<file path="config.mk">
export PLATFORM = sky130hd
export DESIGN_NAME = carry_skip_mp_seq
export DESIGN_NICKNAME = d
export VERILOG_FILES = /design/src/rtl/carry_skip_pkg.sv /design/src/rtl/carry_skip_16bit.sv /design/src/rtl/carry_skip_mp_seq.sv
export SDC_FILE = /design/constraint.sdc
export NUM_CORES = 1
export LEC_CHECK = 0
export BUFFER_PORTS_ARGS = -buffer_cell sky130_fd_sc_hd__buf_2
export CORE_MARGIN = 4
export CORE_UTILIZATION = 49
export CTS_CLUSTER_SIZE = 14
export DETAILED_ROUTE_END_ITERATION = 12
export GPL_TIMING_DRIVEN = 0
export HOLD_SLACK_MARGIN = 0.02
export PLACE_DENSITY = 0.8
export RECOVER_POWER = 50
export SLEW_MARGIN = 30
export SYNTH_ARGS = -nofsm -noshare
export SYNTH_HDL_FRONTEND = slang
export SYNTH_HIERARCHICAL = 1
export SYNTH_SLANG_ARGS = --single-unit
</file>
<file path="constraint.sdc">
create_clock -name clk -period 6.9 [get_ports clk]
set_clock_uncertainty 0.05 [all_clocks]
set_input_delay 0.345 -clock clk [delete_from_list [all_inputs] [get_ports clk]]
set_output_delay 0.345 -clock clk [all_outputs]
set_load 0.02 [all_outputs]
</file>
<file path="src/rtl/carry_skip_pkg.sv">
// Shared definitions for the multi-precision carry-skip sequencer.
package carry_skip_pkg;

  localparam int WORD_W = 16;

  typedef enum logic [1:0] {
    IDLE = 2'd0,
    RUN  = 2'd1,
    DONE = 2'd2
  } state_t;

  function automatic int clog2(input int n);
    int r;
    r = 0;
    while ((1 << r) < n) r++;
    return r;
  endfunction

endpackage

</file>
<file path="src/rtl/carry_skip_16bit.sv">
// 16-bit carry-skip adder: 4-bit ripple blocks, each block's carry-in bypasses
// the block when every bit in it propagates.
module carry_skip_16bit
  import carry_skip_pkg::*;
(
  input  logic [WORD_W-1:0] a,
  input  logic [WORD_W-1:0] b,
  input  logic              cin,
  output logic [WORD_W-1:0] sum,
  output logic              cout
);

  localparam int BLK    = 4;
  localparam int NBLK   = WORD_W / BLK;

  logic [NBLK:0]       blk_c;
  logic [WORD_W-1:0]   prop;
  logic                rc;

  assign prop = a ^ b;

  always_comb begin
    blk_c    = '0;
    sum      = '0;
    rc       = 1'b0;
    blk_c[0] = cin;
    for (int k = 0; k < NBLK; k++) begin
      rc = blk_c[k];
      for (int i = 0; i < BLK; i++) begin
        sum[k*BLK+i] = prop[k*BLK+i] ^ rc;
        rc = (a[k*BLK+i] & b[k*BLK+i]) | (prop[k*BLK+i] & rc);
      end
      // An all-propagate block passes its incoming carry straight through.
      blk_c[k+1] = (&prop[k*BLK +: BLK]) ? blk_c[k] : rc;
    end
  end

  assign cout = blk_c[NBLK];

endmodule

</file>
<file path="src/rtl/carry_skip_mp_seq.sv">
// Multi-precision add/subtract: streams WORDS 16-bit slices LSW first through
// one shared carry_skip_16bit, chaining the carry through a register.
//
// Handshakes: a transfer happens on a rising edge where valid && ready are both
// high; valid is never withdrawn by this block once raised, and in_ready is high
// only in IDLE, so a request and a result never overlap.
module carry_skip_mp_seq
  import carry_skip_pkg::*;
#(
  parameter int WORDS = 4
) (
  input  logic                    clk,
  input  logic                    rst,
  input  logic                    in_valid,
  output logic                    in_ready,
  input  logic [WORD_W*WORDS-1:0] a,
  input  logic [WORD_W*WORDS-1:0] b,
  input  logic                    cin,
  input  logic                    sub,
  output logic                    out_valid,
  input  logic                    out_ready,
  output logic [WORD_W*WORDS-1:0] sum,
  output logic                    cout,
  output logic                    ovf
);

  localparam int W  = WORD_W * WORDS;
  localparam int CW = (clog2(WORDS) < 1) ? 1 : clog2(WORDS);

  state_t            state;
  logic [CW-1:0]     count;
  logic [W-1:0]      a_q;
  logic [W-1:0]      b_q;
  logic [W-1:0]      res_q;
  logic              carry_q;
  logic              a_sign;
  logic              b_sign;
  logic [W-1:0]      b_eff;
  logic [WORD_W-1:0] word_sum;
  logic              word_cout;

  assign b_eff = sub ? ~b : b;

  carry_skip_16bit u_adder (
    .a    (a_q[WORD_W-1:0]),
    .b    (b_q[WORD_W-1:0]),
    .cin  (carry_q),
    .sum  (word_sum),
    .cout (word_cout)
  );

  always_ff @(posedge clk) begin
    if (rst) begin
      state     <= IDLE;
      count     <= '0;
      a_q       <= '0;
      b_q       <= '0;
      res_q     <= '0;
      carry_q   <= 1'b0;
      a_sign    <= 1'b0;
      b_sign    <= 1'b0;
      in_ready  <= 1'b1;
      out_valid <= 1'b0;
    end else begin
      case (state)
        IDLE: begin
          if (in_valid) begin
            a_q      <= a;
            b_q      <= b_eff;
            carry_q  <= sub ? 1'b1 : cin;
            a_sign   <= a[W-1];
            b_sign   <= b_eff[W-1];
            count    <= '0;
            in_ready <= 1'b0;
            state    <= RUN;
          end
        end
        RUN: begin
          // Completed words enter at the top so word 0 lands at the bottom last.
          res_q   <= {word_sum, res_q[W-1:WORD_W]};
          a_q     <= {{WORD_W{1'b0}}, a_q[W-1:WORD_W]};
          b_q     <= {{WORD_W{1'b0}}, b_q[W-1:WORD_W]};
          carry_q <= word_cout;
          count   <= count + 1'b1;
          if (count == CW'(WORDS - 1)) begin
            out_valid <= 1'b1;
            state     <= DONE;
          end
        end
        DONE: begin
          if (out_ready) begin
            out_valid <= 1'b0;
            in_ready  <= 1'b1;
            state     <= IDLE;
          end
        end
        default: begin
          state     <= IDLE;
          in_ready  <= 1'b1;
          out_valid <= 1'b0;
        end
      endcase
    end
  end

  assign sum  = res_q;
  assign cout = carry_q;
  assign ovf  = (a_sign == b_sign) && (res_q[W-1] != a_sign);

endmodule

</file>
After elaboration in Yosys (flattened, before gate mapping). Index checks and enable logic that the tools add are counted.

Register bits: 201.

Mux-type cells: 24. Equality and inequality tests: 8. Reduce and logical (&&, ||, !) cells: 12. Bitwise operators: 68. $add $sub $neg: 1.

Operators with widths (count): case mux 64 bit (2 select lines) (2); 2-to-1 mux 64 bit (3); inverter 64 bit (1); bitwise AND 1 bit (32); OR 1 bit (16); AND reduction 4 bit (4); bitwise XOR 1 bit (16); bitwise XOR 16 bit (1); 2-to-1 mux 1 bit (10); AND reduction 3 bit (3); 2-to-1 mux 2 bit (4); != test 2 bit, second input constant (3); case mux 1 bit (3 select lines) (2); case mux 2 bit (3 select lines) (1); equality test 2 bit, second input constant (2); case mux 2 bit (2 select lines) (1); AND reduction 2 bit (2); adder 2 x 1 -> 2 bit, second input constant (1); equality test 2 x 1 -> 1 bit, second input constant (1); logical NOT 2 bit (1); inverter 1 bit (2); case mux 1 bit (2 select lines) (1); nonzero test 2 bit (1); equality test 1 bit (1); 2 further kinds (2).

Logic depth before layout (Yosys ltp). Gate-level depths: netlist of run 1.

Depth after elaboration: 38. Gate-level depth with buffers: 28.

Cells and area by module. Netlist of run 1, hierarchy kept.

By module, submodules not included: carry_skip_mp_seq (cells each 898, sequential area each 4023.9 µm², area each 8086.5 µm², times used 1); carry_skip_16bit (cells each 55, sequential area each 0.0 µm², area each 643.1 µm², times used 1).

Worst setup path before layout of run 1. OpenSTA, ideal clock, no wires.

Kind: register to register. From: register carry_q (netlist: cout). To: register res_q[63] (netlist: sum[63]). Clock period less this slack: 7.314 ns. Path slack: -0.414 ns. Arrival: 7.194 ns. Buffers on the path: 0. Stages on the path, launching flop included: 28. Setup time: 0.070 ns. Cell sequence: dfxtp_1 inv_1 fa_1 inv_1 fa_1 fa_1 fa_1 mux2_4 fa_1 fa_1 fa_1 fa_1 a41oi_1 nor2_1 fa_1 fa_1 fa_1 fa_1 nand2_1 nand2_1 fa_1 fa_1 fa_1 inv_1 fa_1 inv_1 nand2_1 a21oi_1.

Word-level cells in the longest chain between the ends: 34.

RTL lines: start: declaration (line carry_skip_mp_seq.sv:35) `logic carry_q;`; start signal: assignment (line carry_skip_mp_seq.sv:70) `carry_q <= sub ? 1'b1 : cin;`; start signal: assignment (line carry_skip_mp_seq.sv:83) `carry_q <= word_cout;`; bitwise AND 1 bit (line carry_skip_16bit.sv:31) `rc = (a[k*BLK+i] & b[k*BLK+i]) | (prop[k*BLK+i] & rc);`; OR 1 bit (line carry_skip_16bit.sv:31); bitwise AND 1 bit (line carry_skip_16bit.sv:31); OR 1 bit (line carry_skip_16bit.sv:31); bitwise AND 1 bit (line carry_skip_16bit.sv:31); OR 1 bit (line carry_skip_16bit.sv:31); bitwise AND 1 bit (line carry_skip_16bit.sv:31); OR 1 bit (line carry_skip_16bit.sv:31); [... 19 more ...]; bitwise AND 1 bit * (line carry_skip_16bit.sv:31); OR 1 bit * (line carry_skip_16bit.sv:31); bitwise AND 1 bit * (line carry_skip_16bit.sv:31); OR 1 bit * (line carry_skip_16bit.sv:31); bitwise AND 1 bit * (line carry_skip_16bit.sv:31); OR 1 bit * (line carry_skip_16bit.sv:31); bitwise XOR 1 bit * (line carry_skip_16bit.sv:30) `sum[k*BLK+i] = prop[k*BLK+i] ^ rc;`; named net word_sum[15] (line carry_skip_mp_seq.sv:39) `logic [WORD_W-1:0] word_sum;`; end signal: assignment (line carry_skip_mp_seq.sv:80) `res_q <= {word_sum, res_q[W-1:WORD_W]};`; end: declaration (line carry_skip_mp_seq.sv:34) `logic [W-1:0] res_q;`.

The timed path passes the listed nets; every way through them passes the cells marked *. A chain may end at the register's enable or synchronous reset.

Worst setup path in the final report of run 1.
From: register carry_q (netlist: cout). To: register carry_q (netlist: cout).

Word-level cells in the longest chain between the ends: 37.

RTL lines: bitwise AND 1 bit (line carry_skip_16bit.sv:31); OR 1 bit (line carry_skip_16bit.sv:31); bitwise AND 1 bit (line carry_skip_16bit.sv:31); OR 1 bit (line carry_skip_16bit.sv:31); bitwise AND 1 bit (line carry_skip_16bit.sv:31); OR 1 bit (line carry_skip_16bit.sv:31); bitwise AND 1 bit (line carry_skip_16bit.sv:31); OR 1 bit (line carry_skip_16bit.sv:31); [... 22 more ...]; OR 1 bit (line carry_skip_16bit.sv:31); bitwise AND 1 bit (line carry_skip_16bit.sv:31); OR 1 bit (line carry_skip_16bit.sv:31); bitwise AND 1 bit (line carry_skip_16bit.sv:31); OR 1 bit (line carry_skip_16bit.sv:31); 2-to-1 mux 1 bit * (line carry_skip_16bit.sv:34) `blk_c[k+1] = (&prop[k*BLK +: BLK]) ? blk_c[k] : rc;`; named net word_cout (line carry_skip_mp_seq.sv:40) `logic word_cout;`; case mux 1 bit (2 select lines) * (line carry_skip_mp_seq.sv:65) `case (state)`.

Marked as above.

==> results of run 1 <==
-- through the flow --
step                      instance area, µm²  setup TNS, ns  hold slack [ns]  worst slack [ns]
after detailed placement               10000         -0.592            0.396            -0.298
final                                  10900         -0.451           0.0476            -0.227
after global placement                 10000         -0.414            0.388            -0.217
after global routing                   10900         -0.720           0.0486            -0.368
after CTS                              10900        -0.0844           0.0326           -0.0494
after floorplan                         8760              0            0.386           0.00883
-- registers in the layout, indices dropped and copies added (netlist names) --
signal	count
sum	64
out_valid	1
a_q	64
cout	1
a_sign	1
b_q	64
in_ready	1
state	2
count	2
b_sign	1
-- layer usage --
layer / part of all wire [%] / global-route usage, %
met1: 41 / 28.4
met4: 3.4 / 8.08
met2: 48 / 38.8
met3: 7.4 / 4.08
met5: 0.087 / 0
-- power breakdown --
group,switching (mW),internal [mW],total [mW],leakage (nW)
logic,0.225,0.168,0.393,2.29
registers,0.0630,1.23,1.30,1.65
clock network,0.451,0.737,1.19,0.367
total,0.739,2.14,2.88,4.30
-- cell usage after synthesis, drive strengths merged --
library cell	number	area share, %
a2111oi	2	0.20
a211oi	49	4.2
a21oi	87	5.0
a221o	32	3.7
a22oi	32	2.8
a2bb2oi	1	0.10
a41oi	1	0.10
buf	41	2.5
clkbuf	41	1.8
dfxtp	201	46
fa	16	3.7
ha	17	2.4
inv	9	0.39
mux2	1	0.17
mux2i	49	5.6
nand2	152	6.5
nand2b	3	0.22
nand3	15	0.86
nand3b	1	0.086
nand4	4	0.29
nor2	107	4.6
nor2b	1	0.072
nor3	2	0.11
nor3b	1	0.14
o21ai	2	0.16
o21ba	1	0.11
o21bai	2	0.17
o22ai	16	1.1
or3b	1	0.10
or4b	2	0.27
xnor2	50	5.0
xor2	14	1.4
-- logic make-up (layout without fill, tap and decap cells) --
family	after synthesis	after routing	share of synthesized area, %
and+or+nand+nor	289	289	13.3
buffers and inverters	91	348	4.69
xor gates and xnor gates	64	64	6.42
DFF	201	201	46.1
adders and majority gates	33	33	6.11
other	0	1	0
muxes	50	50	5.79
AOI/OAI and AO/OA	225	225	17.6
-- worst reg2reg max path: cells and delay by family (launching register included) --
family	cells	cell delay (ns)
fa+ha+maj	16	5.26
compound gates	3	0.46
simple gates	5	0.43
flops	1	0.35
mux	1	0.29
buf+inv	3	0.16
-- how the worst max path moves through the flow --
stage          cells after the start                 from  slack, ns                    to
3_5_place_dp                      28  a_q[0]$_SDFFE_PP0P_      -0.30     cout$_SDFFE_PP0P_
5_1_grt                           27    cout$_SDFFE_PP0P_      -0.37  sum[63]$_SDFFE_PP0P_
3_3_place_gp                      28  a_q[0]$_SDFFE_PP0P_      -0.22     cout$_SDFFE_PP0P_
6_report                          28    cout$_SDFFE_PP0P_      -0.23     cout$_SDFFE_PP0P_
4_1_cts                           27    cout$_SDFFE_PP0P_      -0.05  sum[63]$_SDFFE_PP0P_
2_1_floorplan                     27    cout$_SDFFE_PP0P_      0.009  sum[63]$_SDFFE_PP0P_
-- area by class of cell --
type,instances,share of cell area (%)
tap,225,2.59
timing repair buffer,219,9.73
multi-input combinational,661,40.3
buffer,82,3.19
antenna,1,0.0230
inverter,9,0.311
clock inverter,9,1.16
sequential,201,37.1
clock buffer,29,5.66
-- what timing repair did --
item,4_1_cts,5_1_grt
endpoints found under the setup margin,2,3
buffers inserted,18,2
pin swaps,1,4
gates resized for setup,16,10
==> results.md, run 1 <==
- Cell Pwr Density: 265 nW/µm²
- Max stage delay on crit path: 0.36 ns
- Share of post-route cells with drive strength above 1: 20.7%
- Post-synthesis cell area: 8730 µm²
- Clock tree buffer depth: 3
- Worst Hold Path EP: a_q[53]$_SDFFE_PP0P_
- R2R depth: 28
- Post-DP HPWL: 17900 µm
- GRT Total Usage: 22.6%
- Most frequent cells in the layout: dfxtp_1, buf_2, nand2_1, clkbuf_1, nor2_1
- Synth-to-layout area growth: 24.6%
- Num CTS Buffers: 21
- Worst Tran Pin Value: 0.876 ns
- DR vias/cell: 5.39
- I/O pins: 202
- Storage element area: 4030 µm²
- R2r setup slk: -0.23 ns
- Vias: 7742
- FP Rows: 48
- Largest net degree at the start of global routing: 15
- Initial core utilization: 50.3%
- First-pass GRT wire length: 36800 µm
- CP startpoint kind: register
- Drt first-iter violations: 455
- Reg2reg start: cout$_SDFFE_PP0P_
- Sequential cell area fraction in the yosys report: 46.1%
- Kind of cell adding the most delay to the critical path: adder cells
- Max-cap viol count: 0
- Clock-pin transition on the worst setup and hold timing paths: 0.06 ns
- Final period util: 103%
- Chip height: 141 µm
- Pins over their slew limit: 0
- Tmin final: 7.13 ns
- Crit path DAT: 7.45 ns
- Fill cell count: 1484
- Die area: 20000 µm²
- CTS root buffer: clkbuf_16
- Buffer and inverter count on the worst path: 3
- Pre-antenna DRT Iters: 5
- Peak supply drop: 0.182 mV
- Yosys cell types: 37
- Finished Layout Cells: 1436
- Fin. Hold Viols: 0
- Mapped Nets: 1120
- WP data required: 7.22 ns
- Remaining DRCs: 0
- Clock sinks: 201
- Fmax: 140 MHz
- Die X: 141 µm
- PnR Total Power: 2.88 mW
- Vias in the first global route: 7424
- Worst hold path stage count: 3
- Hold-fix buffers at CTS: 0
- HP Class: input pin to register
- Wire length per cell: 16.8 µm
- Antenna violations before repair: 3
- Setup-failing EPs final: 2
- CTS tree: done
- CP endpoint kind: register
- Crit path max-delay cell type: fa_2
- Hold path start: a[53]
- Yosys reg bits: 201
- Core Footprint: 17400 µm²
- RSZ-0062 raised after global routing: yes
- Syn. warnings: 6
- Net count, final: 1362
- Crit path kind: register to register
- H-tree depth: 1
- Post-route ant nets: 0
- Violated checks: negative setup slack
- GR Overflow Total: 0
- Clk Latency, worst-skew pair: 0.50 ns
- P_leak: 4.30 nW
- Number of port buffers: 200
- GPL Wtd Cong: 0.829
- Slew HR: 41.5%
- Area of the multi-input gates: 4380 µm²
- Most frequent CP cell: fa_2
- Reg2reg end: cout$_SDFFE_PP0P_
- DP Cell Count: 1378
- Status: finished with violations
- Syn avg cell area: 9.16 µm²
- CP max FO: 2
- Cells after Synth: 953
- Most common library cell in the layout ignoring fill and taps: dfxtp_1
- Setup ws final: -0.227 ns
- Final core utilization: 62.7%
- Drt total wl: 24100 µm
Note: power is estimated with default switching activity, not from simulation.
==> run 2, diff against run 1 <==
--- a/config.mk
+++ b/config.mk
@@ -7,12 +7,12 @@
 export LEC_CHECK = 0
 export BUFFER_PORTS_ARGS = -buffer_cell sky130_fd_sc_hd__buf_2
 export CORE_MARGIN = 4
-export CORE_UTILIZATION = 49
+export CORE_UTILIZATION = 25
 export CTS_CLUSTER_SIZE = 14
 export DETAILED_ROUTE_END_ITERATION = 12
 export GPL_TIMING_DRIVEN = 0
 export HOLD_SLACK_MARGIN = 0.02
-export PLACE_DENSITY = 0.8
+export PLACE_DENSITY = 0.48
 export RECOVER_POWER = 50
 export SLEW_MARGIN = 30
 export SYNTH_ARGS = -nofsm -noshare
==> run 2 against run 1 <==
Effect of this change: the flow still finishes with violations (negative setup slack); sequential power is essentially flat; total power grew 4.3%; sequential share of layout area shrank 1.3 points; non-clock buffer count grew 1; clock power grew 10%; cell count grew 16%; flip-flop and latch count is the same; routed wire length grew 18%; first-iteration DRC count shrank 26%; count of clock-buffer cells in the layout grew 4; critical path type unchanged; largest cell class unchanged; largest power group is now the clock network.
==> results.md, run 2 (same netlist as run 1, synthesis figures left out) <==
- Status: finished with violations
- Violated checks: negative setup slack
- Worst Hold Path EP: a_q[63]$_SDFFE_PP0P_
- Crit path DAT: 7.30 ns (-0.15 ns)
- DP Cell Count: 1608 (+17%)
- Wire length per cell: 17.0 µm (+1.1%)
- FP Rows: 68 (+42%)
- Post-DP HPWL: 22000 µm (+23%)
- CTS tree: done
- Seq pwr share: 43.3% (-1.8 points)
- Clock power share: 43.5% (+2.2 points)
- H-tree depth: 1 (unchanged)
- Combinational fraction of design power: 13.2% (-0.5 points)
- Internal power: 2.21 mW (+3.4%)
- Tmin final: 6.90 ns (-0.226 ns)
- Net count, final: 1365 (+0.22%)
- Final period util: 100% (-3.3 points)
- Slew HR: 47.9% (+6.4 points)
- Pins over their slew limit: 0 (unchanged)
- CP endpoint kind: register
- Largest net degree at the start of global routing: 13 (-2)
- Fill cell count: 3688 (+150%)
- Die X: 195 µm (+38%)
- P_leak: 4.38 nW (+1.7%)
- Share of post-route cells with drive strength above 1: 19.3% (-1.5 points)
- HP Class: input pin to register
- Vias in the first global route: 7336 (-1.2%)
- Switching power: 0.789 mW (+6.7%)
- Reg2reg start: a_q[0]$_SDFFE_PP0P_
- Vias: 7478 (-3.4%)
- Die area: 38000 µm² (+90%)
- Max-cap viol count: 0 (unchanged)
- Setup ws final: -0.000306 ns (+0.226 ns)
- Remaining DRCs: 0 (unchanged)
- I/O pins: 202 (unchanged)
- GRT Total Usage: 14.2% (-8.4 points)
- Clock-pin transition on the worst setup and hold timing paths: 0.06 ns (about the same)
- R2R depth: 27 (-3.6%)
- Post-route ant nets: 0 (unchanged)
- Crit path kind: register to register
- Drt first-iter violations: 337 (-26%)
- Clock sinks: 201 (unchanged)
- Peak supply drop: 0.148 mV (-19%)
- Cell Pwr Density: 266 nW/µm² (+0.61%)
- Fin. Hold Viols: 0 (unchanged)
- First-pass GRT wire length: 43100 µm (+17%)
- Reg2reg end: sum[63]$_SDFFE_PP0P_
- Core Footprint: 34500 µm² (+99%)
- R2r setup slk: -0.0003 ns (+0.23 ns)
- Drt total wl: 28300 µm (+18%)
- Clk Latency, worst-skew pair: 0.52 ns (+0.02 ns)
- RSZ-0062 raised after global routing: yes
- DR vias/cell: 4.48 (-17%)
- Pre-antenna DRT Iters: 5 (unchanged)
- Synth-to-layout area growth: 29.1%
- Area of the multi-input gates: 4350 µm² (-0.77%)
- Num CTS Buffers: 23 (+9.5%)
- Most frequent cells in the layout: dfxtp_1, buf_2, nand2_1, clkbuf_1, nor2_1
- Most common library cell in the layout ignoring fill and taps: dfxtp_1
- GR Overflow Total: 0 (unchanged)
- Worst Tran Pin Value: 0.781 ns (-0.0943 ns)
- CP startpoint kind: register
- Chip height: 195 µm (+38%)
- GPL Wtd Cong: 0.772 (-6.9%)
- Worst Hold Slack: 0.0436 ns (-0.00404 ns)
- Storage element area: 4030 µm² (about the same)
- Fmax: 145 MHz (+3.3%)
- Crit. Startpoint: a_q[0]$_SDFFE_PP0P_
- CTS root buffer: clkbuf_16
- Finished Layout Cells: 1669 (+16%)
- Number of port buffers: 200 (unchanged)
- CP max FO: 2 (unchanged)
- Switching Share: 26.3% (+0.61 points)
- Hold path start: a[63]
- Clock tree buffer depth: 3 (unchanged)
- Worst hold path stage count: 3 (unchanged)
- Setup-failing EPs final: 1 (-1)
- Antenna violations before repair: 5 (+2)
- WP data required: 7.30 ns (+0.08 ns)
- Initial core utilization: 25.3% (-25 points)
## run 2: changes by cell type in the layout (fill, tap and decap cells not counted), sizes merged
| cell | before | now |
|---|---|---|
| buf | 177 | 172 |
| clkbuf | 153 | 148 |
| clkinv | 4 | 3 |
| clkinvlp | 1 | 0 |
| dlygate4sd3 | 0 | 15 |
## run 2: power by group through the flow
| stage | Sequential [mW] | Combinational (mW) | Clock (mW) |
|---|---|---|---|
| global route | 1.31 | 0.445 | 1.38 |
| detailed placement | 1.33 | 0.393 | 0 |
| CTS | 1.30 | 0.405 | 1.34 |
| floorplan | 1.31 | 0.239 | 0 |
| finish | 1.30 | 0.396 | 1.31 |
| global placement | 1.32 | 0.391 | 0 |
## run 2: worst max path at each step
stage | end | slack, ns | cells past startpoint
global placement | cout$_SDFFE_PP0P_ | -0.29 | 28
floorplan | sum[63]$_SDFFE_PP0P_ | 0.009 | 27
CTS | sum[63]$_SDFFE_PP0P_ | -0.007 | 27
finish | sum[63]$_SDFFE_PP0P_ | -0.0003 | 27
detailed placement | cout$_SDFFE_PP0P_ | -0.29 | 28
global route | cout$_SDFFE_PP0P_ | -0.30 | 28
## run 2: worst max-delay path, cell delays in order (launching register included)
cell and delay, ns:
dfxtp_4 0.36, inv_2 0.06, fa_1 0.16, inv_1 0.05, fa_2 0.33, fa_2 0.34, fa_2 0.33, mux2_4 0.28
fa_2 0.34, fa_2 0.35, fa_2 0.34, fa_2 0.34, a41oi_2 0.19, nor2_2 0.07, fa_2 0.34, fa_2 0.34
fa_2 0.34, fa_2 0.34, nand2_1 0.07, nand2_1 0.07, fa_2 0.35, fa_2 0.34, fa_2 0.34, inv_2 0.06
fa_1 0.39, inv_1 0.06, nand2_1 0.05, a21oi_2 0.13
## run 2: layout make-up
cell class	instances	area share [%]
diodes	1	0.0222
plain buffers	82	3.24
well taps	455	5.05
inverters	9	0.300
multi-input cells	661	38.6
repair buffers	220	9.81
clock inverters	7	1.11
clock buffers	33	6.15
flip-flops and latches	201	35.7
## run 2: what timing repair did
| item | in CTS | in global routing |
|---|---|---|
| gates resized for setup | 10 | 1 |
| hold buffers | 15 | 0 |
| cloned | 0 | 0 |
| setup buffers | 4 | 1 |
| pin swaps | 1 | 1 |
| endpoints found under the setup margin | 2 | 2 |
| endpoints found under the hold margin | 15 | 0 |
## run 2: routing by layer
| metal | routed length, µm | GRT usage [%] |
|---|---|---|
| met2 | 12800 | 22.8 |
| met1 | 13500 | 20.0 |
| met3 | 1590 | 3.02 |
| met4 | 380 | 2.35 |
| met5 | 48 | 0 |
## run 2: per-stage QoR
| stage | instance area [µm²] | total power [mW] | worst slack [ns] | utilization, % | TNS (ns) |
|---|---|---|---|---|---|
| 6_report | 11300 | 3.00 | -0.000306 | 32.7 | -0.000306 |
| 5_1_grt | 11300 | 3.13 | -0.296 | 32.7 | -0.587 |
| 3_3_place_gp | 10300 | 1.71 | -0.294 | 30.0 | -0.559 |
| 2_1_floorplan | 8760 | 1.55 | 0.00883 | - | 0 |
| 4_1_cts | 11300 | 3.05 | -0.00746 | 32.9 | -0.0119 |
| 3_5_place_dp | 10300 | 1.72 | -0.287 | 30.0 | -0.553 |
